`config.mk`:
```
export PLATFORM = sky130hd
export DESIGN_NAME = apb_master_bridge
export DESIGN_NICKNAME = d
export VERILOG_FILES = /design/src/rtl/apb_master_bridge.sv
export SDC_FILE = /design/constraint.sdc
export NUM_CORES = 1
export LEC_CHECK = 0
export ABC_AREA = 1
export ABC_CLOCK_PERIOD_IN_PS = 1700
export CORE_ASPECT_RATIO = 0.9
export CORE_MARGIN = 4
export CORE_UTILIZATION = 30
export CTS_CLUSTER_DIAMETER = 150
export DETAILED_ROUTE_END_ITERATION = 6
export SETUP_SLACK_MARGIN = 0.2
export SYNTH_ARGS = -nofsm -noshare
export SYNTH_HDL_FRONTEND = slang
export SYNTH_SLANG_ARGS = --single-unit
```
`constraint.sdc`:
```
create_clock -name PCLK -period 1.7 [get_ports PCLK]
set_input_delay 0.255 -clock PCLK [delete_from_list [all_inputs] [get_ports PCLK]]
set_output_delay 0.255 -clock PCLK [all_outputs]
set_load 0.02 [all_outputs]
```
`src/rtl/apb_master_bridge.sv`:
```
// Single-outstanding APB3 master: valid/ready command in, SETUP/ACCESS cycles out, one-cycle response strobe.
// Optional ACCESS timeout is compiled in with `define APB_MASTER_TIMEOUT_EN.
module apb_master_bridge #(
  parameter int AWIDTH  = 4,
  parameter int DWIDTH  = 8,
  parameter int TIMEOUT = 16
) (
  input  logic              PCLK,
  input  logic              PRESET,
  input  logic              cmd_valid,
  output logic              cmd_ready,
  input  logic              cmd_write,
  input  logic [AWIDTH-1:0] cmd_addr,
  input  logic [DWIDTH-1:0] cmd_wdata,
  output logic              rsp_valid,
  output logic [DWIDTH-1:0] rsp_rdata,
  output logic              rsp_err,
  output logic              PSEL,
  output logic              PENABLE,
  output logic              PWRITE,
  output logic [AWIDTH-1:0] PADDR,
  output logic [DWIDTH-1:0] PWDATA,
  input  logic [DWIDTH-1:0] PRDATA,
  input  logic              PREADY,
  input  logic              PSLVERR
);

  typedef enum logic [1:0] {
    IDLE   = 2'd0,
    SETUP  = 2'd1,
    ACCESS = 2'd2,
    RESP   = 2'd3
  } state_t;

  state_t              state_q;
  logic                psel_q;
  logic                penable_q;
  logic                pwrite_q;
  logic [AWIDTH-1:0]   paddr_q;
  logic [DWIDTH-1:0]   pwdata_q;
  logic                rsp_valid_q;
  logic [DWIDTH-1:0]   rsp_rdata_q;
  logic                rsp_err_q;

`ifdef APB_MASTER_TIMEOUT_EN
  localparam int CW = $clog2(TIMEOUT + 1);
  localparam logic [CW-1:0] TO_MAX = CW'(TIMEOUT);
  logic [CW-1:0] cnt_q;
`endif

  // Bridge FSM; every APB and response output is a flop updated here.
  always_ff @(posedge PCLK or posedge PRESET) begin
    if (PRESET) begin
      state_q     <= IDLE;
      psel_q      <= 1'b0;
      penable_q   <= 1'b0;
      pwrite_q    <= 1'b0;
      paddr_q     <= '0;
      pwdata_q    <= '0;
      rsp_valid_q <= 1'b0;
      rsp_rdata_q <= '0;
      rsp_err_q   <= 1'b0;
`ifdef APB_MASTER_TIMEOUT_EN
      cnt_q       <= '0;
`endif
    end else begin
      case (state_q)
        IDLE: begin
          if (cmd_valid) begin
            pwrite_q <= cmd_write;
            paddr_q  <= cmd_addr;
            pwdata_q <= cmd_wdata;
            psel_q   <= 1'b1;
            state_q  <= SETUP;
          end
        end
        SETUP: begin
          penable_q <= 1'b1;
          state_q   <= ACCESS;
`ifdef APB_MASTER_TIMEOUT_EN
          cnt_q     <= '0;
`endif
        end
        ACCESS: begin
          // Slave response is only meaningful on the PREADY cycle.
          if (PREADY) begin
            rsp_err_q   <= PSLVERR;
            rsp_rdata_q <= pwrite_q ? '0 : PRDATA;
            psel_q      <= 1'b0;
            penable_q   <= 1'b0;
            rsp_valid_q <= 1'b1;
            state_q     <= RESP;
          end
`ifdef APB_MASTER_TIMEOUT_EN
          else if (cnt_q == TO_MAX) begin
            rsp_err_q   <= 1'b1;
            rsp_rdata_q <= '0;
            psel_q      <= 1'b0;
            penable_q   <= 1'b0;
            rsp_valid_q <= 1'b1;
            state_q     <= RESP;
          end else begin
            cnt_q <= cnt_q + 1'b1;
          end
`endif
        end
        RESP: begin
          rsp_valid_q <= 1'b0;
          state_q     <= IDLE;
        end
        default: begin
          psel_q      <= 1'b0;
          penable_q   <= 1'b0;
          rsp_valid_q <= 1'b0;
          state_q     <= IDLE;
        end
      endcase
    end
  end

  assign cmd_ready = (state_q == IDLE);
  assign PSEL      = psel_q;
  assign PENABLE   = penable_q;
  assign PWRITE    = pwrite_q;
  assign PADDR     = paddr_q;
  assign PWDATA    = pwdata_q;
  assign rsp_valid = rsp_valid_q;
  assign rsp_rdata = rsp_rdata_q;
  assign rsp_err   = rsp_err_q;

endmodule
```
==> reports/results.ini, run 1 <==
[sta]
rsz0062_at_grt=yes
slew_viol_final=0
worst_pin_slew_ps=343
finClkSkew_ps=3.42
holdWs_ps=334
finalCritPeriodShare_pct=81.7
setup_viol=0
period_minus_slack_ps=1390
fmax_ghz=0.720
setup-tns-final_ps=0
relSlewSlack_pct=77.1
hold_violations=0

[clocking]
cts-buffers-inserted=3
cts.sinks=27
postCtsHoldBufs=0
clk_path_buf_depth=2
cts_tree=done
clock_latency_ps=270
clkTransAtPathRegs_ps=100
clock-root-buffer=clkbuf_8
h-tree-depth=1

[floorplanning]
pin_count=52
start_util_pct=31.9
core_um2=3810
dieArea_um2=5130
die_y_um=68.4
die_x_um=75.1
rows=21

[final_layout]
multi_input_area_um2=465
final_cell_area_um2=1810
seq_area_um2=677
area_delta_synth_final_pct=48.6
fin_util_pct=47.4
num_antenna_cells=0
drive_above_1_share_pct=7.69
fillerInstances=364
finalNetCount=228

[placement]
placed_cell_area_um2=1770
gp_congestion=0.773
io_buffers=51
hpwl_um=2230

[synth]
yosysWarnings=0
ys_seq_elements=27
ys_async_sr_fraction_pct=100
seq_area_frac_synth_pct=55.6
synth_cell_types=14
syn_area_um2=1210
synthTopCellsByArea=dfrtp_1 56%, nand2_1 19%, nand3_1 7.0%, ha_1 6.2%, o21ai_0 3.3%
post-synth-top-count-cell=nand2_1
yosysTopAreaCell=dfrtp_1
syn_nets=172
synth_area_per_cell_um2=8.68
synthCells=140
synth.top_cell.area_share_pct=55.6
synth_edf_count=0
synth_commonest_cells=60 x nand2_1, 27 x dfrtp_1, 17 x nand3_1, 9 x inv_1, 8 x o21ai_0
synthFlopType=dfrtp_1

[setup_path]
cp_max_fo=5
worst_setup_path_end_kind=output pin
worstSetupPathType=reg2out
critPathArrivalTime_ps=1130
crit_required_ps=1440
ff2ff_path_depth=7
crit_path_start_kind=flip-flop

[job]
maxCapViolCount=0

[min_path]
hold_class=in2async

[global_routing]
grt_start_max_net_pins=28
gr-usage-all-layers_pct=12.3
antenna_found_initial=0
first_global_vias=1069
grt_pass1_wl_um=4780
globalRoute.totalOverflow=0

[pwr]
p_total_mw=2.95
p_leak_nw=0.995
peakVddDrop_mv=1.03
powerDensity_nw_per_um2=1630

[routing]
avgViaCountPerCell=4.54
vias=1093
antenna_left=0
first_iter_violations=59
routedWlPerCell_um=12.3
postRouteWirelength_um=2970
route.detailed.drc=0
drtPass1Iterations=4

[outcome]
status=complete, no violations

## final timing paths
check | start | endpoint | slack [ps]
max | state_q[1]$_DFFE_PP0P_ | cmd_ready | 310
min | PRESET | PADDR[0]$_DFFE_PP0P_ | 330
max reg2reg | state_q[1]$_DFFE_PP0P_ | state_q[0]$_DFFE_PP0P_ | 350
min reg2reg | PADDR[3]$_DFFE_PP0P_ | PADDR[3]$_DFFE_PP0P_ | 470
max in group asynchronous | PRESET | state_q[1]$_DFFE_PP0P_ | 1080
min in group PCLK | PADDR[3]$_DFFE_PP0P_ | PADDR[3]$_DFFE_PP0P_ | 470
## cells in the final DEF, fill, tap and decap left out, types with 3 or more instances in the layout
master            n
dlygate4sd2_1    22
nand2_1          60
inv_2             3
dfrtp_1          26
dlymetal6s2s_1    3
o21ai_0           8
nand3_1          17
clkbuf_8          3
inv_1             7
buf_4             4
ha_1              6
clkdlybuf4s50_1  25
## critical path, stage by stage (launching register included)
cell and delay [ps]:
dfrtp_2 450, inv_2 90, ha_1 160, buf_2 160
## through the flow
step,setup slack [ps],std cells
floorplan,306,140
global placement,147,236
detailed placement,117,236
CTS,174,240
global route,198,241
finish,310,241
## cells by family after synthesis
family,after synthesis,share of synthesized area (%)
AND/OR/NAND/NOR,81,27.2
flip-flops,27,55.6
buffers and inverters,15,6.49
AO/OA/AOI/OAI,11,4.53
adder cells (fa/ha/maj),6,6.18
## routing by layer
| layer | track usage (%) | part of all wire, % | vias to the layer above |
|---|---|---|---|
| met5 | 0 | 0 | - |
| li1 | - | - | 548 |
| met4 | 3.56 | 0.91 | 0 |
| met1 | 15.4 | 42 | 508 |
| met2 | 20.8 | 48 | 33 |
| met3 | 3.08 | 8.4 | 4 |
## registers in the layout (all words and copies together), names as in the netlist
| register | count |
|---|---|
| rsp_rdata | 8 |
| PADDR | 4 |
| PSEL | 1 |
| rsp_err | 1 |
| PWRITE | 1 |
| rsp_valid | 1 |
| PWDATA | 8 |
| state_q | 2 |
| PENABLE | 1 |
## final cells by class
type,count,area share (%)
well taps,46,3.19
repair buffers,55,28.6
clock buffers,3,2.29
multi-input cells,98,25.8
flip-flops and latches,27,37.5
inverters,11,2.29
clock inverters,1,0.416
## power by group
| group | leakage (nW) | internal (mW) | switching (mW) |
|---|---|---|---|
| clock | 0.0217 | 0.166 | 0.205 |
| sequential | 0.339 | 0.913 | 0.143 |
| combinational | 0.634 | 0.579 | 0.941 |
| total | 0.995 | 1.66 | 1.29 |
## repair_timing
action                     in CTS  in global routing
gates cloned                    0                  0
setup endpoints to repair      25                 20
gates resized for setup        27                  6
buffers inserted                0                  1
(Power assumes the default switching activity.)
==> run 2: changes to the inputs <==
--- a/config.mk
+++ b/config.mk
@@ -6,7 +6,7 @@
 export NUM_CORES = 1
 export LEC_CHECK = 0
 export ABC_AREA = 1
-export ABC_CLOCK_PERIOD_IN_PS = 1700
+export ABC_CLOCK_PERIOD_IN_PS = 1100
 export CORE_ASPECT_RATIO = 0.9
 export CORE_MARGIN = 4
 export CORE_UTILIZATION = 30
==> constraint.sdc (replaced) <==
create_clock -name PCLK -period 1.1 [get_ports PCLK]
set_input_delay 0.165 -clock PCLK [delete_from_list [all_inputs] [get_ports PCLK]]
set_output_delay 0.165 -clock PCLK [all_outputs]
set_load 0.02 [all_outputs]
==> run 2 against run 1 <==
The run now ends with setup timing left. Sequential share of layout area shrank 8.3 points. Cell area up 28%. First-iteration DRC count down 49%. Worst hold slack lost 120 ps. Global-route usage is 1.4 points higher. Combinational power increased to 2.7 times the previous value. Cell count increased by 10%. Register-to-register slack got worse by 420 ps. Critical path depth unchanged. Utilization increased by 13 points. Non-clock buffer count grew 23. Critical endpoint unchanged. Largest cell class is now buffers. Highest routed layer unchanged.
==> reports/results.ini, run 2 (synthesized netlist as in run 1, its figures left out) <==
[setup_path]
crit_required_ps=940
crit_path_start_kind=flip-flop
worstSetupPathType=reg2out
critPathMaxStageDelay_ps=400
critPathArrivalTime_ps=1030
slowest_stage=dfrtp_1
cp_max_fo=2
cp_num_buf_inv=2
critPathTopFamily=flip-flops
worst_setup_path_end_kind=output pin
crit_chain=inv_2, ha_4, buf_6

[pwr]
powerDensity_nw_per_um2=2770
peakVddDrop_mv=1.81
p_leak_nw=1.11

[global_routing]
grt_start_max_net_pins=28
antenna_found_initial=0
grt_pass1_wl_um=5370
first_global_vias=1188
gr-usage-all-layers_pct=13.7
globalRoute.totalOverflow=0

[clocking]
clock-root-buffer=clkbuf_8
cts.sinks=27
cts_tree=done
postCtsHoldBufs=0
cts-buffers-inserted=3
clk_path_buf_depth=2
clkTransAtPathRegs_ps=90
clock_latency_ps=270
h-tree-depth=1

[sta]
finClkSkew_ps=1.00
setup_slack_ps=-94.0
slew_viol_final=0
hold_violations=0
setup_viol=28
worst_pin_slew_ps=498
holdWs_ps=213
relSlewSlack_pct=66.8
finalCritPeriodShare_pct=109
fmax_ghz=0.838
period_minus_slack_ps=1190
rsz0062_at_grt=yes

[routing]
drtPass1Iterations=4
routedWlPerCell_um=12.8
first_iter_violations=30
antenna_left=0
postRouteWirelength_um=3380
route.detailed.drc=0
vias=1192
avgViaCountPerCell=4.50

[final_layout]
finalNetCount=252
seq_area_um2=676
final_cell_mix=34 x nand2_1, 28 x buf_6, 27 x dfrtp_1
drive_above_1_share_pct=47.9
multi_input_area_um2=699
mostFrequentLayoutCell=nand2_1
num_antenna_cells=0
area_delta_synth_final_pct=90.7
fillerInstances=319

[floorplanning]
pin_count=52
core_um2=3810
die_y_um=68.4
start_util_pct=31.9
rows=21
die_x_um=75.1
dieArea_um2=5130

[outcome]
status=finished, violations left
violations=setup timing

[job]
maxCapViolCount=0

[placement]
dp_slack_ps=-238
io_buffers=51
hpwl_um=2290
gp_congestion=0.893

[min_path]
hold_class=in2async

[run 2: final cells by class]
type,count,area share (%)
clock buffer,3,1.78
clock inverter,1,0.324
tap,46,2.48
sequential,27,29.2
timing repair buffer,78,34.2
multi-input combinational,99,30.2
inverter,11,1.89
[run 2: report_power, final]
part / total [mW] / leakage (nW) / internal [mW] / switching, mW
Sequential: 1.73 / 0.340 / 1.41 / 0.321
Clock: 0.572 / 0.0217 / 0.257 / 0.315
Combinational: 4.11 / 0.752 / 2.10 / 2.01
Total: 6.42 / 1.11 / 3.77 / 2.65
[run 2: final timing paths]
kind	from	cells past startpoint	endpoint	slack, ps
setup reg to reg	state_q[0]$_DFFE_PP0P_	8	PSEL$_DFFE_PP0P_	-70
setup / recovery	state_q[0]$_DFFE_PP0P_	3	cmd_ready	-90
hold reg to reg	PWDATA[2]$_DFFE_PP0P_	2	PWDATA[2]$_DFFE_PP0P_	510
hold / removal	PRESET	3	PWDATA[3]$_DFFE_PP0P_	210
max in group asynchronous	PRESET	3	state_q[0]$_DFFE_PP0P_	740
min in group PCLK	cmd_wdata[6]	3	PWDATA[6]$_DFFE_PP0P_	420
[run 2: routing by layer]
layer | vias up | GRT usage (%) | wire, µm
li1 | 600 | - | -
met1 | 547 | 17.5 | 1420
met2 | 36 | 23.0 | 1700
met3 | 9 | 3.38 | 205
met4 | 0 | 3.78 | 54
met5 | - | 0 | 0
[run 2: timing repair]
item                       CTS  global route
cloned                       2             0
pin swaps                    3            12
buffers inserted             8             9
setup endpoints to repair   53            53
resized for setup          187            33
[run 2: tightest hold or removal path: cells and delay by family]
family	cells	cell delay [ps]
buffers and inverters	3	670
[run 2: per-stage QoR]
step	area (µm²)	power, mW	setup TNS, ps	std cells	util, %
global placement	1860	4.48	-2640	242	48.8
CTS	2120	5.87	-1230	256	55.8
finish	2320	6.42	-1150	265	60.8
detailed placement	1860	4.55	-3180	242	48.8
global route	2320	6.88	-3000	265	60.8
floorplan	1250	3.28	-668	140	-
